===== src/rtl/sad_engine_param.sv =====
// Block-match engine: streams LANES pixel pairs per cycle and writes one SAD/SSD per block, tracking the minimum.
// Latency W+2 cycles per block; no backpressure, the SRAMs are assumed to serve every read and write issued.
module sad_engine_param #(
  parameter int PIX_W      = 8,
  parameter int LANES      = 1,
  parameter int BLOCK_SIZE = 256,
  parameter int NUM_BLOCKS = 128,
  parameter int A_ADDR_W   = 15,
  parameter int C_ADDR_W   = 7,
  parameter int SUM_W      = 32
) (
  input  logic                   Clk,
  input  logic                   Rst,
  input  logic                   Go,
  input  logic                   Mode,
  input  logic [LANES*PIX_W-1:0] A_Data,
  input  logic [LANES*PIX_W-1:0] B_Data,
  output logic [A_ADDR_W-1:0]    A_Addr,
  output logic [A_ADDR_W-1:0]    B_Addr,
  output logic                   AB_En,
  output logic                   AB_Rd,
  output logic [C_ADDR_W-1:0]    C_Addr,
  output logic                   C_En,
  output logic                   C_Wr,
  output logic [SUM_W-1:0]       Sad_Out,
  output logic [SUM_W-1:0]       Min_Sad,
  output logic [C_ADDR_W-1:0]    Min_Idx,
  output logic                   Busy,
  output logic                   Done
);

  localparam int W      = BLOCK_SIZE / LANES;
  localparam int WC_W   = (W > 1) ? $clog2(W) : 1;
  localparam int TERM_W = 2 * PIX_W;
  localparam int TREE_W = TERM_W + $clog2(LANES);
  localparam int EXT_W  = ((TREE_W > SUM_W) ? TREE_W : SUM_W) + 1;

  localparam logic [SUM_W-1:0]    SUM_MAX  = '1;
  localparam logic [WC_W-1:0]     W_LAST   = WC_W'(W - 1);
  localparam logic [C_ADDR_W-1:0] BLK_LAST = C_ADDR_W'(NUM_BLOCKS - 1);

  typedef enum logic [2:0] {
    S_IDLE, S_LOAD, S_RUN, S_DRAIN, S_WRITE, S_DONE
  } state_t;

  state_t              state;
  logic                mode_r;
  logic                go_armed;
  logic                rd_vld;
  logic [WC_W-1:0]     wcnt;
  logic [C_ADDR_W-1:0] blk;
  logic [SUM_W-1:0]    acc;

  logic [PIX_W-1:0]    pa, pb, diff;
  logic [TERM_W-1:0]   term;
  logic [TREE_W-1:0]   tree_sum;
  logic [EXT_W-1:0]    sum_ext;
  logic [SUM_W-1:0]    acc_next;

  assign B_Addr = A_Addr;

  // Per-lane |a-b| or (a-b)^2, summed across lanes.
  always_comb begin
    tree_sum = '0;
    pa       = '0;
    pb       = '0;
    diff     = '0;
    term     = '0;
    for (int i = 0; i < LANES; i++) begin
      pa       = A_Data[i*PIX_W +: PIX_W];
      pb       = B_Data[i*PIX_W +: PIX_W];
      diff     = (pa >= pb) ? (pa - pb) : (pb - pa);
      term     = mode_r ? (TERM_W'(diff) * TERM_W'(diff)) : TERM_W'(diff);
      tree_sum = tree_sum + TREE_W'(term);
    end
  end

  // Widened add so a single word that alone exceeds SUM_W still clamps.
  always_comb begin
    sum_ext = EXT_W'(acc);
    if (rd_vld) sum_ext = sum_ext + EXT_W'(tree_sum);
    acc_next = (sum_ext > EXT_W'(SUM_MAX)) ? SUM_MAX : sum_ext[SUM_W-1:0];
  end

  always_ff @(posedge Clk or negedge Rst) begin
    if (!Rst) begin
      state    <= S_IDLE;
      mode_r   <= 1'b0;
      go_armed <= 1'b1;
      rd_vld   <= 1'b0;
      wcnt     <= '0;
      blk      <= '0;
      acc      <= '0;
      A_Addr   <= '0;
      AB_En    <= 1'b0;
      AB_Rd    <= 1'b0;
      C_Addr   <= '0;
      C_En     <= 1'b0;
      C_Wr     <= 1'b0;
      Sad_Out  <= '0;
      Min_Sad  <= SUM_MAX;
      Min_Idx  <= '0;
      Busy     <= 1'b0;
      Done     <= 1'b0;
    end else begin
      if (!Go) go_armed <= 1'b1;
      rd_vld <= AB_Rd;
      case (state)
        S_IDLE: begin
          // A held Go starts one run only; it must drop before it can start another.
          if (Go && go_armed) begin
            state    <= S_LOAD;
            go_armed <= 1'b0;
            mode_r   <= Mode;
            blk      <= '0;
            acc      <= '0;
            Min_Sad  <= SUM_MAX;
            Min_Idx  <= '0;
            Busy     <= 1'b1;
          end
        end
        S_LOAD: begin
          state  <= S_RUN;
          AB_En  <= 1'b1;
          AB_Rd  <= 1'b1;
          A_Addr <= '0;
          wcnt   <= '0;
        end
        S_RUN: begin
          acc <= acc_next;
          if (wcnt == W_LAST) begin
            state <= S_DRAIN;
            AB_En <= 1'b0;
            AB_Rd <= 1'b0;
          end else begin
            wcnt   <= wcnt + 1'b1;
            A_Addr <= A_Addr + 1'b1;
          end
        end
        S_DRAIN: begin
          state   <= S_WRITE;
          C_En    <= 1'b1;
          C_Wr    <= 1'b1;
          C_Addr  <= blk;
          Sad_Out <= acc_next;
          acc     <= '0;
        end
        S_WRITE: begin
          C_En <= 1'b0;
          C_Wr <= 1'b0;
          if (Sad_Out < Min_Sad) begin
            Min_Sad <= Sad_Out;
            Min_Idx <= blk;
          end
          if (blk == BLK_LAST) begin
            state <= S_DONE;
            Done  <= 1'b1;
            Busy  <= 1'b0;
          end else begin
            // Blocks are contiguous in the operand SRAMs, so the address just continues.
            state  <= S_RUN;
            blk    <= blk + 1'b1;
            AB_En  <= 1'b1;
            AB_Rd  <= 1'b1;
            A_Addr <= A_Addr + 1'b1;
            wcnt   <= '0;
          end
        end
        S_DONE: begin
          Done  <= 1'b0;
          state <= S_IDLE;
        end
        default: state <= S_IDLE;
      endcase
    end
  end

endmodule


===== config.mk =====
export PLATFORM = sky130hd
export DESIGN_NAME = sad_engine_param
export DESIGN_NICKNAME = d
export VERILOG_FILES = /design/src/rtl/sad_engine_param.sv
export SDC_FILE = /design/constraint.sdc
export NUM_CORES = 1
export LEC_CHECK = 0
export BUFFER_PORTS_ARGS = -buffer_cell sky130_fd_sc_hd__buf_2
export CORE_ASPECT_RATIO = 1.75
export CORE_MARGIN = 2
export CORE_UTILIZATION = 40
export DETAILED_ROUTE_END_ITERATION = 12
export PLACE_DENSITY = 0.65
export SYNTH_ARGS = -nofsm -noshare
export SYNTH_HDL_FRONTEND = slang
export SYNTH_SLANG_ARGS = --single-unit

===== constraint.sdc =====
create_clock -name Clk -period 4.1 [get_ports Clk]
set_input_delay 0.82 -clock Clk [delete_from_list [all_inputs] [get_ports Clk]]
set_output_delay 0.82 -clock Clk [all_outputs]
set_load 0.01 [all_outputs]

==> impl_metrics.csv, run 1 <==
group,metric,value,unit
outcome,status,"finished with violations",
outcome,failed_checks,"negative setup slack",
sta,max-slew-margin-rel,0.2824,
cells_and_area,nNetsFinal,1652,
yosys,synth_seq_cells,150,
cells_and_area,antennaDiodeCount,0,
floorplan,rows,80,
yosys,yosysSeqAreaShare,0.3460,
setup_path,critical_path.max_fanout,6,
placement,gp_congestion,0.8616,
global_route,overflow,0,
setup_path,cpMostUsedCell,"fa_1",
power,p_leak,7.677,nW
min_path,hp-class,"primary input to async pin",
setup_path,cp.arrival,7970,ps
clock_network,htreeDepth,4,
global_route,grtUsageMet1,0.2158,
clock_network,cts_buffer_depth,2,
setup_path,r2r_cells,12,
setup_path,crit_buf_inv,10,
clock_network,ctsHoldBuffers,0,
sta,worst_pin_slew,1073,ps
global_route,grt_max_degree,82,
drt,routed_wl,30.44,mm
drt,drc,0,
yosys,synth_area_leaders,"dfrtp_1 27%, ha_1 11%, dfstp_2 7.9%",
drt,firstDrtPassIters,5,
drt,wl_per_cell,16.09,µm
global_route,antenna_found_initial,0,
clock_network,cts_root_buf,"clkbuf_16",
setup_path,crit_required,4360,ps
cells_and_area,post-route-util,0.5442,
global_route,grt_pass1_wl,48.82,mm
sta,maxSlewViolCount,0,
sta,min_period_over_period,1.880,
drt,drt-initial-drc-count,349,
floorplan,fp.dieH,223.0,µm
cells_and_area,areaGrowthSynthToFinish,34.61,%
floorplan,io_pins,134,
drt,dr_total_vias,9866,
clock_network,clk_latency,430,ps
floorplan,core-area,27130,µm²
setup_path,end_kind,"flop",
drt,postRouteAntennaNets,0,
sta,max_freq,129.7,MHz
floorplan,die_w,129.2,µm
yosys,synth_ff_type,"dfrtp_1",
drt,vias_per_cell,5.215,
yosys,synth_edf_count,0,
sta,finalSetupViolations,64,
clock_network,numClockSinks,150,
cells_and_area,drive_gt1_frac,0.3533,
global_route,grt_use_met3,0.02590,
yosys,synthCells,1229,
global_route,grt.total_usage,0.2111,
power,p_per_area,966.5,nW/µm²
yosys,synth_top_area_cell,"dfrtp_1",
clock_network,clkSlewWorstSetupHoldPaths,60,ps
yosys,ys_types,78,
placement,dp.final_hpwl,22.89,mm
setup_path,max_stage_delay,490,ps
global_route,grt_pass1_vias,10048,
setup_path,crit_family,"adder cells",
setup_path,cpMaxStageDelayCell,"fa_1",
yosys,ys_warn_count,0,
yosys,syn_nets,1371,
setup_path,start_kind,"primary input",
yosys,syn_area,10970,µm²
clock_network,cts_tree,"built",
global_route,busiest_layer,"met2",
yosys,syn_avg_cell_area,8.923,µm²
sta,hold_viol,0,
sta,setup_slack,-3610,ps
setup_path,crit_type,"primary input to flop",
sta,rsz0062_at_grt,"true",
yosys,synth_top_area_frac,0.2670,
placement,port_buffers,133,
yosys,async_reset_ff_frac,1.000,
sta,clock_skew,12.41,ps
placement,place_inst,1825,
cells_and_area,instances_no_fill,1892,
job,maxCapViolations,0,
sta,fin_crit,7710,ps
floorplan,start_util,0.4043,
power,ir_worst_vdd,0.6368,mV
clock_network,cts_made_buffers,17,
floorplan,die-area,28810,µm²
global_route,grtUsageMet2,0.4177,
setup_path,crit_cells,38,
==> worst paths after layout <==
check                          start           to  slack [ps]
hold / removal                   Rst    C_Addr[2]         430
hold reg to reg            C_Addr[3]    C_Addr[3]         470
max in group asynchronous        Rst  Min_Sad[22]        2760
setup / recovery           A_Data[0]  Sad_Out[17]       -3610
min in group Clk           C_Addr[3]    C_Addr[3]         470
setup reg to reg              mode_r      acc[23]         740
==> stage by stage <==
stage                     hold slack [ps]  setup WS, ps  area [µm²]  power, W  TNS [ps]
final                               434.3         -3610       14760   0.01427   -223480
after global routing                487.0         -3860       14760   0.01542   -239960
after CTS                           456.5         -3545       14380   0.01387   -218600
after detailed placement            446.4         -4261       13190   0.01114   -267100
after global placement              453.8         -4160       13190   0.01091   -260260
after floorplan                     454.7         -3793       11190  0.007959   -227970
==> cells by family (layout without fill, tap and decap cells) <==
logic type,after synthesis,count (layout),share of synthesized area
muxes,53,53,0.04883
AOI/OAI and AO/OA,276,276,0.1669
adders and majority gates,122,122,0.1577
xor gates and xnor gates,52,52,0.04153
buffers and inverters,177,471,0.06880
and+or+nand+nor,399,399,0.1702
DFF,150,150,0.3460
==> timing repair <==
action,4_1_cts,5_1_grt
buffers inserted,26,13
setup endpoints to repair,64,64
pin swaps,56,45
gates resized for setup,88,64
gates cloned,0,1
==> layout make-up <==
class	count	area, µm²
flip-flops and latches	150	3795
clock inverters	12	200.2
inverters	117	451.7
well taps	369	461.7
repair buffers	322	2242
multi-input cells	902	7156
clock buffers	20	456.7
fillers	2396	12360
==> sequential cells by signal (all words and copies together) (netlist names) <==
| name | flops |
|---|---|
| Min_Sad | 32 |
| Sad_Out | 32 |
| acc | 32 |
| A_Addr | 15 |
| wcnt | 8 |
| C_Addr | 7 |
| Min_Idx | 7 |
| blk | 7 |
| state | 3 |
| AB_Rd | 1 |
| Busy | 1 |
| C_Wr | 1 |
| Done | 1 |
| go_armed | 1 |
| mode_r | 1 |
| rd_vld | 1 |
==> worst register-to-register path: stages, from the launching register on <==
cell and delay [ps]:
dfrtp_1 520, inv_1 420, mux2_2 410, ha_1 290
inv_1 50, o21a_1 220, o21a_2 260, o31ai_4 230
buf_6 160, buf_6 120, nand4_1 140, or3_1 400
nand4_1 70
==> metal layers <==
layer | wire (µm) | vias to the layer above | part of all wire
li1 | - | 4785 | -
met1 | 11280 | 4824 | 0.37
met2 | 17350 | 191 | 0.57
met3 | 819 | 66 | 0.027
met4 | 988 | 0 | 0.032
met5 | 0 | - | 0
==> power breakdown <==
part | internal, W | switching, W
Combinational | 0.00503 | 0.00521
Sequential | 0.00187 | 0.000405
Clock | 0.00111 | 0.000642
Total | 0.00801 | 0.00626
==> Yosys cell counts (4+ instances only) <==
| master | instances |
|---|---|
| a211oi_1 | 7 |
| a21o_1 | 32 |
| a21oi_1 | 59 |
| a21oi_2 | 4 |
| a22o_1 | 7 |
| a22oi_1 | 13 |
| a31oi_1 | 9 |
| and2_1 | 10 |
| and3_1 | 10 |
| buf_2 | 9 |
| buf_4 | 17 |
| clkbuf_1 | 31 |
| dfrtp_1 | 117 |
| dfstp_2 | 33 |
| fa_1 | 27 |
| ha_1 | 95 |
| inv_1 | 116 |
| mux2_2 | 4 |
| mux2i_1 | 49 |
| nand2_1 | 130 |
| nand2b_1 | 12 |
| nand3_1 | 23 |
| nand4_1 | 19 |
| nor2_1 | 123 |
| nor2b_1 | 9 |
| nor3_1 | 14 |
| nor3b_1 | 4 |
| o211ai_1 | 5 |
| o21a_1 | 8 |
| o21ai_0 | 67 |
| o21ai_1 | 8 |
| o21bai_1 | 5 |
| o22ai_1 | 7 |
| o2bb2ai_1 | 4 |
| o31ai_1 | 8 |
| or2_2 | 9 |
| or3_1 | 17 |
| xnor2_1 | 20 |
| xor2_1 | 32 |
==> cell usage in the layout (no fill, tap or decap), drive strengths merged, types with 8 or more instances in the layout <==
master	instances
a211oi	8
a21o	32
a21oi	63
a22oi	13
a31oi	9
and2	10
and3	10
buf	321
clkbuf	21
dfrtp	117
dfstp	33
fa	27
ha	95
inv	116
mux2i	49
nand2	131
nand2b	12
nand3	23
nand4	20
nor2	124
nor2b	9
nor3	14
o21a	8
o21ai	75
o31ai	9
or2	13
or3	17
xnor2	20
xor2	32
(Power assumes the default switching activity.)
==> run 2: changes to the inputs <==
--- a/config.mk
+++ b/config.mk
@@ -11,4 +11,5 @@
 export CORE_UTILIZATION = 40
 export DETAILED_ROUTE_END_ITERATION = 12
+export HOLD_SLACK_MARGIN = 0.08
 export PLACE_DENSITY = 0.65
 export SYNTH_ARGS = -nofsm -noshare
==> constraint.sdc (replaced) <==
create_clock -name Clk -period 4.1 [get_ports Clk]
set_input_delay 0.615 -clock Clk [delete_from_list [all_inputs] [get_ports Clk]]
set_output_delay 0.615 -clock Clk [all_outputs]
set_load 0.01 [all_outputs]
==> run 2 against run 1 <==
- the flow still finishes with violations (negative setup slack)
- sequential cell count is the same
- combinational power is essentially flat
- worst setup slack gained 220 ps
- via count grew 0.52%
- critical path depth shrank 1
- sequential power is essentially flat
- first-iteration DRC count grew 4.6%
- non-clock buffer count shrank 5
- wire length shrank 1.7%
- critical path type unchanged
==> impl_metrics.csv, run 2 (synthesized netlist as in run 1, its figures left out) <==
group,metric,value,unit
cells_and_area,final_cell_mix,"165 x buf_4, 130 x buf_2, 125 x nand2_1",
drt,firstDrtPassIters,5,
sta,hold_viol,0,
cells_and_area,areaGrowthSynthToFinish,33.06,%
global_route,overflow,0,
sta,clock_skew,12.14,ps
sta,setup_slack,-3394,ps
clock_network,cts_buffer_depth,2,
floorplan,die-area,28810,µm²
drt,drc,0,
outcome,status,"finished with violations",
placement,dpl_cell_area,13170,µm²
sta,min_period_over_period,1.828,
floorplan,die_w,129.2,µm
sta,max_freq,133.4,MHz
setup_path,start_kind,"primary input",
cells_and_area,final_common_cell,"buf_4",
setup_path,crit_family,"adder cells",
power,p_leak,7.601,nW
cells_and_area,reg_top3,"Min_Sad: 32 flops, Sad_Out: 32 flops, acc: 32 flops",
sta,fin_crit,7494,ps
floorplan,fp.dieH,223.0,µm
placement,place_inst,1824,
sta,finalSetupViolations,64,
setup_path,crit_cells,37,
clock_network,ctsHoldBuffers,0,
setup_path,max_stage_delay,540,ps
cells_and_area,nFillCells,2416,
drt,vias_per_cell,5.255,
drt,dr_total_vias,9917,
min_path,hp-class,"primary input to async pin",
cells_and_area,post-route-util,0.5380,
drt,routed_wl,29.93,mm
job,maxCapViolations,0,
placement,gp_congestion,0.8651,
cells_and_area,final_cell_area,14590,µm²
global_route,antenna_found_initial,0,
floorplan,core-area,27130,µm²
outcome,failed_checks,"negative setup slack",
setup_path,crit_required,4360,ps
floorplan,rows,80,
setup_path,r2r_cells,14,
global_route,grt.total_usage,0.2092,
setup_path,critical_path.max_fanout,5,
sta,maxSlewViolCount,0,
setup_path,crit_type,"primary input to flop",
power,p_per_area,967.6,nW/µm²
drt,drt-initial-drc-count,365,
cells_and_area,nNetsFinal,1647,
placement,port_buffers,133,
setup_path,cpMaxStageDelayCell,"fa_1",
power,ir_worst_vdd,0.6927,mV
cells_and_area,instances_no_fill,1887,
setup_path,crit_buf_inv,11,
clock_network,cts_root_buf,"clkbuf_16",
placement,dp.final_hpwl,22.81,mm
sta,rsz0062_at_grt,"true",
setup_path,end_kind,"flop",
floorplan,io_pins,134,
clock_network,cts_made_buffers,17,
drt,postRouteAntennaNets,0,
clock_network,cts_tree,"built",
clock_network,clkSlewWorstSetupHoldPaths,60,ps
drt,wl_per_cell,15.86,µm
clock_network,clk_latency,440,ps
clock_network,numClockSinks,150,
sta,worst_pin_slew,1120,ps
setup_path,cp.arrival,7760,ps
global_route,grt_pass1_vias,9862,
cells_and_area,antennaDiodeCount,0,
sta,max-slew-margin-rel,0.2505,
floorplan,start_util,0.4043,
cells_and_area,drive_gt1_frac,0.3458,
global_route,grt_max_degree,87,
global_route,grt_pass1_wl,48.31,mm
clock_network,htreeDepth,4,
run 2: cell count changes in the layout (fill, tap and decap cells not counted), sizes merged:
cell	change
clkbuf	-3
bufinv	-4
buf	-5
clkinvlp	+2
clkinv	+5
run 2: worst reg2reg max path, delay by kind of cell (launching register included):
family	cells	cell delay, ps
compound gates	7	1130
buf+inv	4	750
flops	1	620
simple gates	2	310
fa+ha+maj	1	300
run 2: metrics by stage:
| step | TNS [ps] | worst slack (ps) | hold slack, ps | total power (W) |
|---|---|---|---|---|
| after floorplan | -214850 | -3588 | 319.4 | 0.007959 |
| after global placement | -246580 | -3945 | 443.1 | 0.01097 |
| after CTS | -212150 | -3477 | 251.2 | 0.01344 |
| after global routing | -228500 | -3689 | 277.7 | 0.01532 |
| after detailed placement | -253190 | -4055 | 445.1 | 0.01117 |
| final | -209600 | -3394 | 218.3 | 0.01412 |
run 2: repair_timing:
action	CTS	global route
gates cloned	1	1
pin swaps	53	43
gates resized for setup	62	73
setup endpoints to repair	64	64
buffers inserted	22	9
run 2: final timing paths:
check / start / to / slack [ps]
max: A_Data[0] / Sad_Out[22] / -3390
min: Rst / Min_Idx[2] / 220
max reg2reg: mode_r / Sad_Out[22] / 820
min reg2reg: AB_Rd / rd_vld / 460
max in group asynchronous: Rst / Min_Sad[20] / 2850
min in group Clk: Go / go_armed / 400
run 2: power by group:
| group | internal (W) | leakage [nW] | switching, W | total (W) |
|---|---|---|---|---|
| combinational | 0.00512 | 5.46 | 0.00525 | 0.0104 |
| sequential | 0.00187 | 1.88 | 0.000404 | 0.00227 |
| clock | 0.000834 | 0.261 | 0.000647 | 0.00148 |
| total | 0.00782 | 7.60 | 0.00630 | 0.0141 |
run 2: routing by layer:
metal  global-route usage  wire (µm)
met5                    0          0
met4              0.08661       1120
met3              0.02590        938
met2               0.4085      16860
met1               0.2179      11010
run 2: layout make-up:
cell class              instances  area, µm²  share of cell area
inverters                     117      451.7             0.03095
flip-flops and latches        150       3795              0.2601
clock buffers                  17      425.4             0.02915
repair buffers                317       2202              0.1509
multi-input cells             902       7122              0.4880
well taps                     369      461.7             0.03164
clock inverters                15      135.1            0.009260
